`config.mk`:
```
export PLATFORM = sky130hd
export DESIGN_NAME = sobel_hls_mul_pipe
export DESIGN_NICKNAME = d
export VERILOG_FILES = /design/src/rtl/sobel_hls_mul_pipe.sv
export SDC_FILE = /design/constraint.sdc
export NUM_CORES = 1
export LEC_CHECK = 0
export BUFFER_PORTS_ARGS = -buffer_cell sky130_fd_sc_hd__buf_2
export CAP_MARGIN = 20
export CORE_AREA = 2 2 119 149
export DETAILED_ROUTE_END_ITERATION = 12
export DIE_AREA = 0 0 121 151
export MAX_ROUTING_LAYER = met4
export PLACE_DENSITY = 0.74
export SLEW_MARGIN = 25
export SYNTH_ARGS = -nofsm -noshare
export SYNTH_HDL_FRONTEND = slang
export SYNTH_SLANG_ARGS = --single-unit
```
`constraint.sdc`:
```
create_clock -name clk -period 3.7 [get_ports clk]
set_clock_uncertainty 0.05 [all_clocks]
set_input_delay 0.74 -clock clk [delete_from_list [all_inputs] [get_ports clk]]
set_output_delay 0.74 -clock clk [all_outputs]
set_load 0.005 [all_outputs]
```
`src/rtl/sobel_hls_mul_pipe.sv`:
```
// sobel_hls_mul_pipe: parametrised pipelined integer multiplier for the sobel_hls datapath.
// NUM_STAGE register stages with valid/ready flow control, clock enable and global stall.
// The full-width product travels through the early stages. Width adaptation
// (truncate/extend) happens only at the input of the final stage.
// Optional feature macro: SOBEL_HLS_MUL_SAT_EN. When defined, narrowing saturates
// instead of truncating, and a registered sat_flag output is added.
module sobel_hls_mul_pipe #(
    parameter int ID         = 1,
    parameter int NUM_STAGE  = 3,
    parameter int din0_WIDTH = 8,
    parameter int din1_WIDTH = 22,
    parameter int dout_WIDTH = 29,
    parameter int SIGNED     = 0
) (
    input  logic                  clk,
    input  logic                  reset,
    input  logic                  ce,
    input  logic                  in_valid,
    output logic                  in_ready,
    input  logic [din0_WIDTH-1:0] din0,
    input  logic [din1_WIDTH-1:0] din1,
    output logic                  out_valid,
    input  logic                  out_ready,
    output logic [dout_WIDTH-1:0] dout,
`ifdef SOBEL_HLS_MUL_SAT_EN
    output logic                  sat_flag,
`endif
    output logic                  busy
);

    localparam int FW = din0_WIDTH + din1_WIDTH;

    // Stage count outside the supported range is rejected at elaboration.
    generate
        if (NUM_STAGE < 1 || NUM_STAGE > 8) begin : g_bad_stage
            $error("sobel_hls_mul_pipe %0d: NUM_STAGE must be 1..8", ID);
        end
    endgenerate

    logic                  advance;
    logic [NUM_STAGE:1]    vld;
    logic [FW-1:0]         a_ext;
    logic [FW-1:0]         b_ext;
    logic [FW-1:0]         prod;
    logic [FW-1:0]         fin_src;
    logic [dout_WIDTH-1:0] fin_res;
    logic [dout_WIDTH-1:0] dout_r;
`ifdef SOBEL_HLS_MUL_SAT_EN
    logic                  fin_sat;
    logic                  sat_r;
`endif

    // Whole pipeline moves together; a stalled valid output freezes every stage.
    assign advance   = ce & (~out_valid | out_ready);
    assign in_ready  = advance & ~reset;
    assign out_valid = vld[NUM_STAGE];
    assign busy      = |vld;
    assign dout      = dout_r;

    // Operands extended to the full product width. The low FW bits of the
    // product are then correct for both signed and unsigned operands.
    assign a_ext = (SIGNED != 0) ? {{din1_WIDTH{din0[din0_WIDTH-1]}}, din0}
                                 : {{din1_WIDTH{1'b0}}, din0};
    assign b_ext = (SIGNED != 0) ? {{din0_WIDTH{din1[din1_WIDTH-1]}}, din1}
                                 : {{din0_WIDTH{1'b0}}, din1};
    assign prod  = a_ext * b_ext;

    // Valid shift register: bubbles are kept as holes and never collapsed.
    always_ff @(posedge clk or posedge reset) begin
        if (reset) begin
            vld <= '0;
        end else if (advance) begin
            vld[1] <= in_valid;
            for (int k = 2; k <= NUM_STAGE; k++) vld[k] <= vld[k-1];
        end
    end

    // Full-width data stages that precede the final stage.
    generate
        if (NUM_STAGE == 1) begin : g_one
            assign fin_src = prod;
        end else begin : g_mid
            logic [FW-1:0] pdat [1:NUM_STAGE-1];

            // Each stage shifts its product forward on advance.
            always_ff @(posedge clk or posedge reset) begin
                if (reset) begin
                    for (int k = 1; k < NUM_STAGE; k++) pdat[k] <= '0;
                end else if (advance) begin
                    pdat[1] <= prod;
                    for (int k = 2; k < NUM_STAGE; k++) pdat[k] <= pdat[k-1];
                end
            end

            assign fin_src = pdat[NUM_STAGE-1];
        end
    endgenerate

    // Result formation feeding the final stage.
    generate
        if (dout_WIDTH > FW) begin : g_wide
            assign fin_res = {{(dout_WIDTH-FW){(SIGNED != 0) ? fin_src[FW-1] : 1'b0}}, fin_src};
`ifdef SOBEL_HLS_MUL_SAT_EN
            assign fin_sat = 1'b0;
`endif
        end else if (dout_WIDTH == FW) begin : g_equal
            assign fin_res = fin_src;
`ifdef SOBEL_HLS_MUL_SAT_EN
            assign fin_sat = 1'b0;
`endif
        end else begin : g_narrow
`ifdef SOBEL_HLS_MUL_SAT_EN
            logic ovf;
            if (SIGNED != 0) begin : g_sgn
                // Fits only when all dropped bits match the new sign bit.
                assign ovf = ~((&fin_src[FW-1:dout_WIDTH-1]) | ~(|fin_src[FW-1:dout_WIDTH-1]));
                assign fin_res = ovf ? {fin_src[FW-1], {(dout_WIDTH-1){~fin_src[FW-1]}}}
                                     : fin_src[dout_WIDTH-1:0];
            end else begin : g_uns
                assign ovf = |fin_src[FW-1:dout_WIDTH];
                assign fin_res = ovf ? {dout_WIDTH{1'b1}} : fin_src[dout_WIDTH-1:0];
            end
            assign fin_sat = ovf;
`else
            assign fin_res = fin_src[dout_WIDTH-1:0];
`endif
        end
    endgenerate

    // Final stage: holds dout stable until the output handshake completes.
    always_ff @(posedge clk or posedge reset) begin
        if (reset) begin
            dout_r <= '0;
        end else if (advance) begin
            dout_r <= fin_res;
        end
    end

`ifdef SOBEL_HLS_MUL_SAT_EN
    // Saturation flag registered alongside dout.
    always_ff @(posedge clk or posedge reset) begin
        if (reset) begin
            sat_r <= 1'b0;
        end else if (advance) begin
            sat_r <= fin_sat;
        end
    end

    assign sat_flag = sat_r;
`endif

endmodule
```
==> results of run 1 <==
==> path summary, 6_finish.rpt <==
path,startpoint,endpoint,slack [ps]
min reg2reg,fin_src[9],dout[9],410
max reg2reg,vld[3],g_mid.pdat[51],1670
min,reset,g_mid.pdat[56],410
max in group asynchronous,reset,g_mid.pdat[32],2400
min in group clk,fin_src[9],dout[9],410
max,din0[3],g_mid.pdat[58],-800
==> registers in the layout, summed over array words and instances, names as in the netlist <==
| name | cells |
|---|---|
| fin_src | 29 |
| dout | 29 |
| g_mid.pdat | 29 |
| vld | 3 |
==> cell type report <==
class | instances | area (µm²) | share of cell area (%)
Clock inverter | 4 | 27.5 | 0.229
Tap cell | 220 | 275 | 2.29
Timing Repair Buffer | 226 | 1870 | 15.6
Sequential cell | 90 | 2250 | 18.8
Inverter | 119 | 448 | 3.73
Multi-Input combinational cell | 776 | 6880 | 57.3
Clock buffer | 11 | 253 | 2.11
==> what timing repair did <==
| action | 4_1_cts | 5_1_grt |
|---|---|---|
| gates cloned | 4 | 2 |
| setup endpoints to repair | 22 | 23 |
| setup buffers | 20 | 7 |
| gates resized for setup | 130 | 26 |
| pin swaps | 77 | 37 |
==> routing by layer <==
metal  GRT usage (%)  wire length [µm]
met1            33.8              9730
met5               -                 0
met4            10.1               795
met3            2.30              1080
met2            46.6             12100
==> synthesized netlist by cell type (7+ instances only) <==
cell type,instances,area [µm²]
nor2_1,17,63.8
a211oi_1,8,60.1
nand2_1,278,1040
fa_1,119,2380
inv_1,119,447
nand3_1,18,90.1
a21oi_1,18,90.1
nor3_1,13,65.1
o21ai_0,14,70.1
a21o_1,11,82.6
ha_1,48,601
xnor2_1,7,61.3
dfrtp_1,90,2250
o31ai_1,13,97.6
nand4_1,9,56.3
o21a_1,13,97.6
and2_1,129,807
clkbuf_1,37,139
==> kinds of logic after synthesis <==
family | count (synthesis)
simple gates | 483
mux | 2
compound gates | 114
xor+xnor | 10
flops | 90
buf+inv | 166
fa+ha+maj | 167
==> power by group through the flow <==
| stage | Combinational, mW | Clock [mW] | Sequential, mW |
|---|---|---|---|
| CTS | 7.19 | 0.858 | 1.62 |
| floorplan | 3.96 | 0 | 1.60 |
| finish | 7.81 | 0.842 | 1.62 |
| detailed placement | 5.97 | 0 | 1.64 |
| global route | 8.47 | 0.904 | 1.67 |
| global placement | 5.81 | 0 | 1.62 |
==> worst max-delay path, stage by stage <==
cell     delay, ps
buf_12         120
buf_6          120
and2_4         150
fa_1           520
fa_2           460
fa_1           560
fa_1           450
ha_4           330
buf_6          110
nor2_1          50
nor2_1         170
nand4_1        260
a31o_4         320
and4_4         180
o31ai_2        160
==> impl_metrics.toml, run 1 <==
[floorplanning]
start_util_pct = 54.3
ioPinCount = 67
die_w_um = 121
die_h_um = 151
core_area_um2 = 16800
num_rows = 53
die_area_um2 = 18300

[power]
power_mw = 10.3
power_switching_mw = 4.49
clockPowerShare_pct = 8.2
power_leakage_nw = 6.00
power_density_nw_per_um2 = 855
combPwrFrac_pct = 76.0
p_sw_share_pct = 43.7
power.internal_mw = 5.78
peakVddDrop_v = 0.000482
pwr-share-seq_pct = 15.8

[cells_and_area]
antenna_cells = 0
nFillCells = 1173
final_common_cell = "nand2_1"
layout_common_cells = "268 x nand2_1, 138 x buf_4, 111 x inv_1, 111 x fa_1, 99 x and2_1"
finalNonFillerCells = 1446
design_area_um2 = 12000
fin_util_pct = 71.5
layout-drive-gt1-share_pct = 30.5
syn2layout_area_growth_pct = 31.7
nNetsFinal = 1424

[yosys]
synth_cell_types = 58
synthMuxAreaShare_pct = 0.220
synth_top_flop_cell = "dfrtp_1"
synthArstFlopShare_pct = 100
syn-mean-instance-area_um2 = 8.83
synthSimpleGateAreaFrac_pct = 24.9
syn_area_um2 = 9110
syn_inst = 1032
synth_fp_nets = 1234
synth_edf_count = 0
synth_seq_cells = 90
yosysSeqAreaShare_pct = 24.7
synth_top_family_by_area = "adder cells"
yosys_warnings = 0
synth_fa_ha_area_share_pct = 32.7
synth-compound-area-share_pct = 9.27
synth_xor_area_share_pct = 0.961

[clock_tree]
clk_latency_ps = 330
cts_tree = "yes"
postCtsHoldBufs = 0
htreeDepth = 3
cts.sinks = 90
path_clk_slew_ps = 60
clk_path_buf_depth = 2
cts_buffers = 9
clockRootBuffer = "clkbuf_16"

[sta]
setup_viol = 22
period_share_pct = 122
rsz0062_at_grt = "yes"
fmax_mhz = 222
slew_viol_final = 0
whs_ps = 408
hold_violations = 0
worstMarginPinSlew_ps = 781
setup_tns_ps = -14220
fin_crit_ps = 4500
worst_slack_ps = -799
relSlewSlack_pct = 47.9

[route]
first_iter_violations = 504
firstDrtPassIters = 5
drc = 0
viasPerCell = 5.38
num_vias = 7780
drtAntennaViolNets = 0
wl_per_cell_um = 16.4
wirelength_mm = 23.7

[min_path]
hold_path.class = "input port to asynchronous set/reset pin"

[flow_run]
maxCapViolCount = 0

[critical_path]
critPathKind = "input port to flop"
cp_max_fo = 7
critical_path_required_ps = 3890
critical_path_arrival_ps = 4690
start_kind = "input port"
worstRegToRegCells = 5
end_kind = "flop"

[global_route]
grt_max_degree = 117
grt_pass1_vias = 8180
gr-total-overflow = 0
grt_pass1_wl_mm = 38.8
grt_use_total_pct = 27.2
antenna_found_initial = 0

[status]
outcome = "finished with violations"
violations = "negative setup slack"

[place]
pre_cts_slack_ps = -1390
dp_hpwl_mm = 16.1
io_buffers = 66
dp_cells = 1398
placed_cell_area_um2 = 10700
routabilityCongestion = 0.871
Note: power is estimated with default switching activity, not from simulation.
==> run 2: changes to the inputs <==
--- a/config.mk
+++ b/config.mk
@@ -12,6 +12,7 @@
 export DIE_AREA = 0 0 121 151
 export MAX_ROUTING_LAYER = met4
 export PLACE_DENSITY = 0.74
+export RECOVER_POWER = 50
 export SLEW_MARGIN = 25
 export SYNTH_ARGS = -nofsm -noshare
 export SYNTH_HDL_FRONTEND = slang
==> run 2 against run 1 <==
Compared with the run above:
- fmax fell by 0.25%
- first-iteration DRC count shrank 3.0%
- the run ends with max-capacitance violations, max-slew violations, negative setup slack left
- cell count is the same
- sequential share of layout area is essentially flat
- total power about the same
- final area is essentially flat
==> impl_metrics.toml, run 2 (synthesis results as in run 1) <==
[sta]
hold_violations = 0
fin_crit_ps = 4510
slew_viol_final = 66
fmax_mhz = 222
worst_slack_ps = -810
setup_viol = 22
period_share_pct = 122
rsz0062_at_grt = "yes"
setup_tns_ps = -14260
worstMarginPinSlew_ps = 1550
relSlewSlack_pct = -3.69

[floorplanning]
ioPinCount = 67
num_rows = 53
die_area_um2 = 18300
start_util_pct = 54.3
die_w_um = 121
core_area_um2 = 16800
die_h_um = 151

[status]
violations = "max-capacitance violations, max-slew violations, negative setup slack"
outcome = "finished with violations"

[power]
power_mw = 10.3
power_density_nw_per_um2 = 856
peakVddDrop_v = 0.000482
power_leakage_nw = 5.98

[critical_path]
r2r_slack_ps = 1230
r2r-end = "g_mid.pdat[51]"
start_kind = "input port"
critical_path_arrival_ps = 4700
worstRegToRegCells = 5
end_kind = "flop"
worstSetupStartpoint = "din0[3]"
cp-endpoint = "g_mid.pdat[58]"
critical_path_required_ps = 3890
cp_max_fo = 7
critPathKind = "input port to flop"
r2r_start = "vld[3]"

[route]
first_iter_violations = 489
firstDrtPassIters = 5
num_vias = 7820
wirelength_mm = 23.7
wl_per_cell_um = 16.4
viasPerCell = 5.41
drtAntennaViolNets = 0
drc = 0

[place]
io_buffers = 66
routabilityCongestion = 0.871
dp_cells = 1398
dp_hpwl_mm = 16.1

[clock_tree]
clk_latency_ps = 330
htreeDepth = 3
path_clk_slew_ps = 60
clk_path_buf_depth = 2
cts_tree = "yes"
postCtsHoldBufs = 0
clockRootBuffer = "clkbuf_16"
cts.sinks = 90
cts_buffers = 9

[cells_and_area]
finalNonFillerCells = 1446
antenna_cells = 0
layout-drive-gt1-share_pct = 30.2
nNetsFinal = 1424
syn2layout_area_growth_pct = 31.6
final_common_cell = "nand2_1"
layout_common_cells = "268 x nand2_1, 136 x buf_4, 111 x inv_1, 111 x fa_1, 99 x and2_1"

[global_route]
grt_pass1_vias = 8180
gr-total-overflow = 0
grt_max_degree = 117
grt_pass1_wl_mm = 38.8
antenna_found_initial = 0
grt_use_total_pct = 27.2

[flow_run]
maxCapViolCount = 2

[min_path]
hold_path.class = "flop to flop"
-- run 2: changes by cell type in the layout (fill, tap and decap cells not counted), sizes merged --
cell	previous run	this run
buf	223	220
clkbuf	13	16
clkinv	2	1
clkinvlp	3	4
-- run 2: repair_timing --
item                                    in CTS  in global routing
pin swaps                                   77                 37
endpoints found under the setup margin      22                 23
gates resized for setup                    130                 26
gates cloned                                 4                  2
setup buffers                               20                  7
-- run 2: worst min path at each step --
stage	from	cells past startpoint	to
after CTS	fin_src[9]	2	dout[9]
after global routing	fin_src[23]	2	dout[23]
after floorplan	fin_src[0]	2	dout[0]
after detailed placement	fin_src[23]	2	dout[23]
after global placement	g_mid.pdat[49]	2	fin_src[19]
final	fin_src[9]	2	dout[9]
-- run 2: layout make-up --
type	instances	area [µm²]
Multi-Input combinational cell	776	6870
Fill cell	1177	4780
Sequential cell	90	2250
Timing Repair Buffer	226	1860
Inverter	119	448
Tap cell	220	275
Clock buffer	11	253
Clock inverter	4	27.5
-- run 2: per-stage QoR --
step / hold slack (ps) / setup slack [ps] / instance area (µm²) / utilization [%]
after floorplan: 389 / -897 / 9430 / -
after global placement: 398 / -1290 / 10700 / 63.7
after detailed placement: 400 / -1390 / 10700 / 63.7
after CTS: 410 / -766 / 11800 / 70.3
after global routing: 425 / -908 / 12000 / 71.5
final: 408 / -810 / 12000 / 71.5
-- run 2: routing by layer --
metal | share of wire (%) | GRT usage [%]
met5 | 0 | -
met1 | 41 | 33.8
met2 | 51 | 46.6
met3 | 4.8 | 2.30
met4 | 3.5 | 10.1
-- run 2: report_power, final --
group	switching, mW	internal, mW	leakage (nW)
Sequential	0.215	1.40	1.12
Combinational	3.92	3.89	4.73
Clock	0.355	0.486	0.130
Total	4.49	5.78	5.98
-- run 2: worst max-delay path, cell delays in order --
cell and delay (ps):
buf_12 120, buf_6 120, and2_4 150, fa_1 520
fa_2 460, fa_1 560, fa_1 450, ha_4 330
buf_6 110, nor2_1 50, nor2_1 190, nand4_1 260
a31o_4 320, and4_4 180, o31ai_2 160
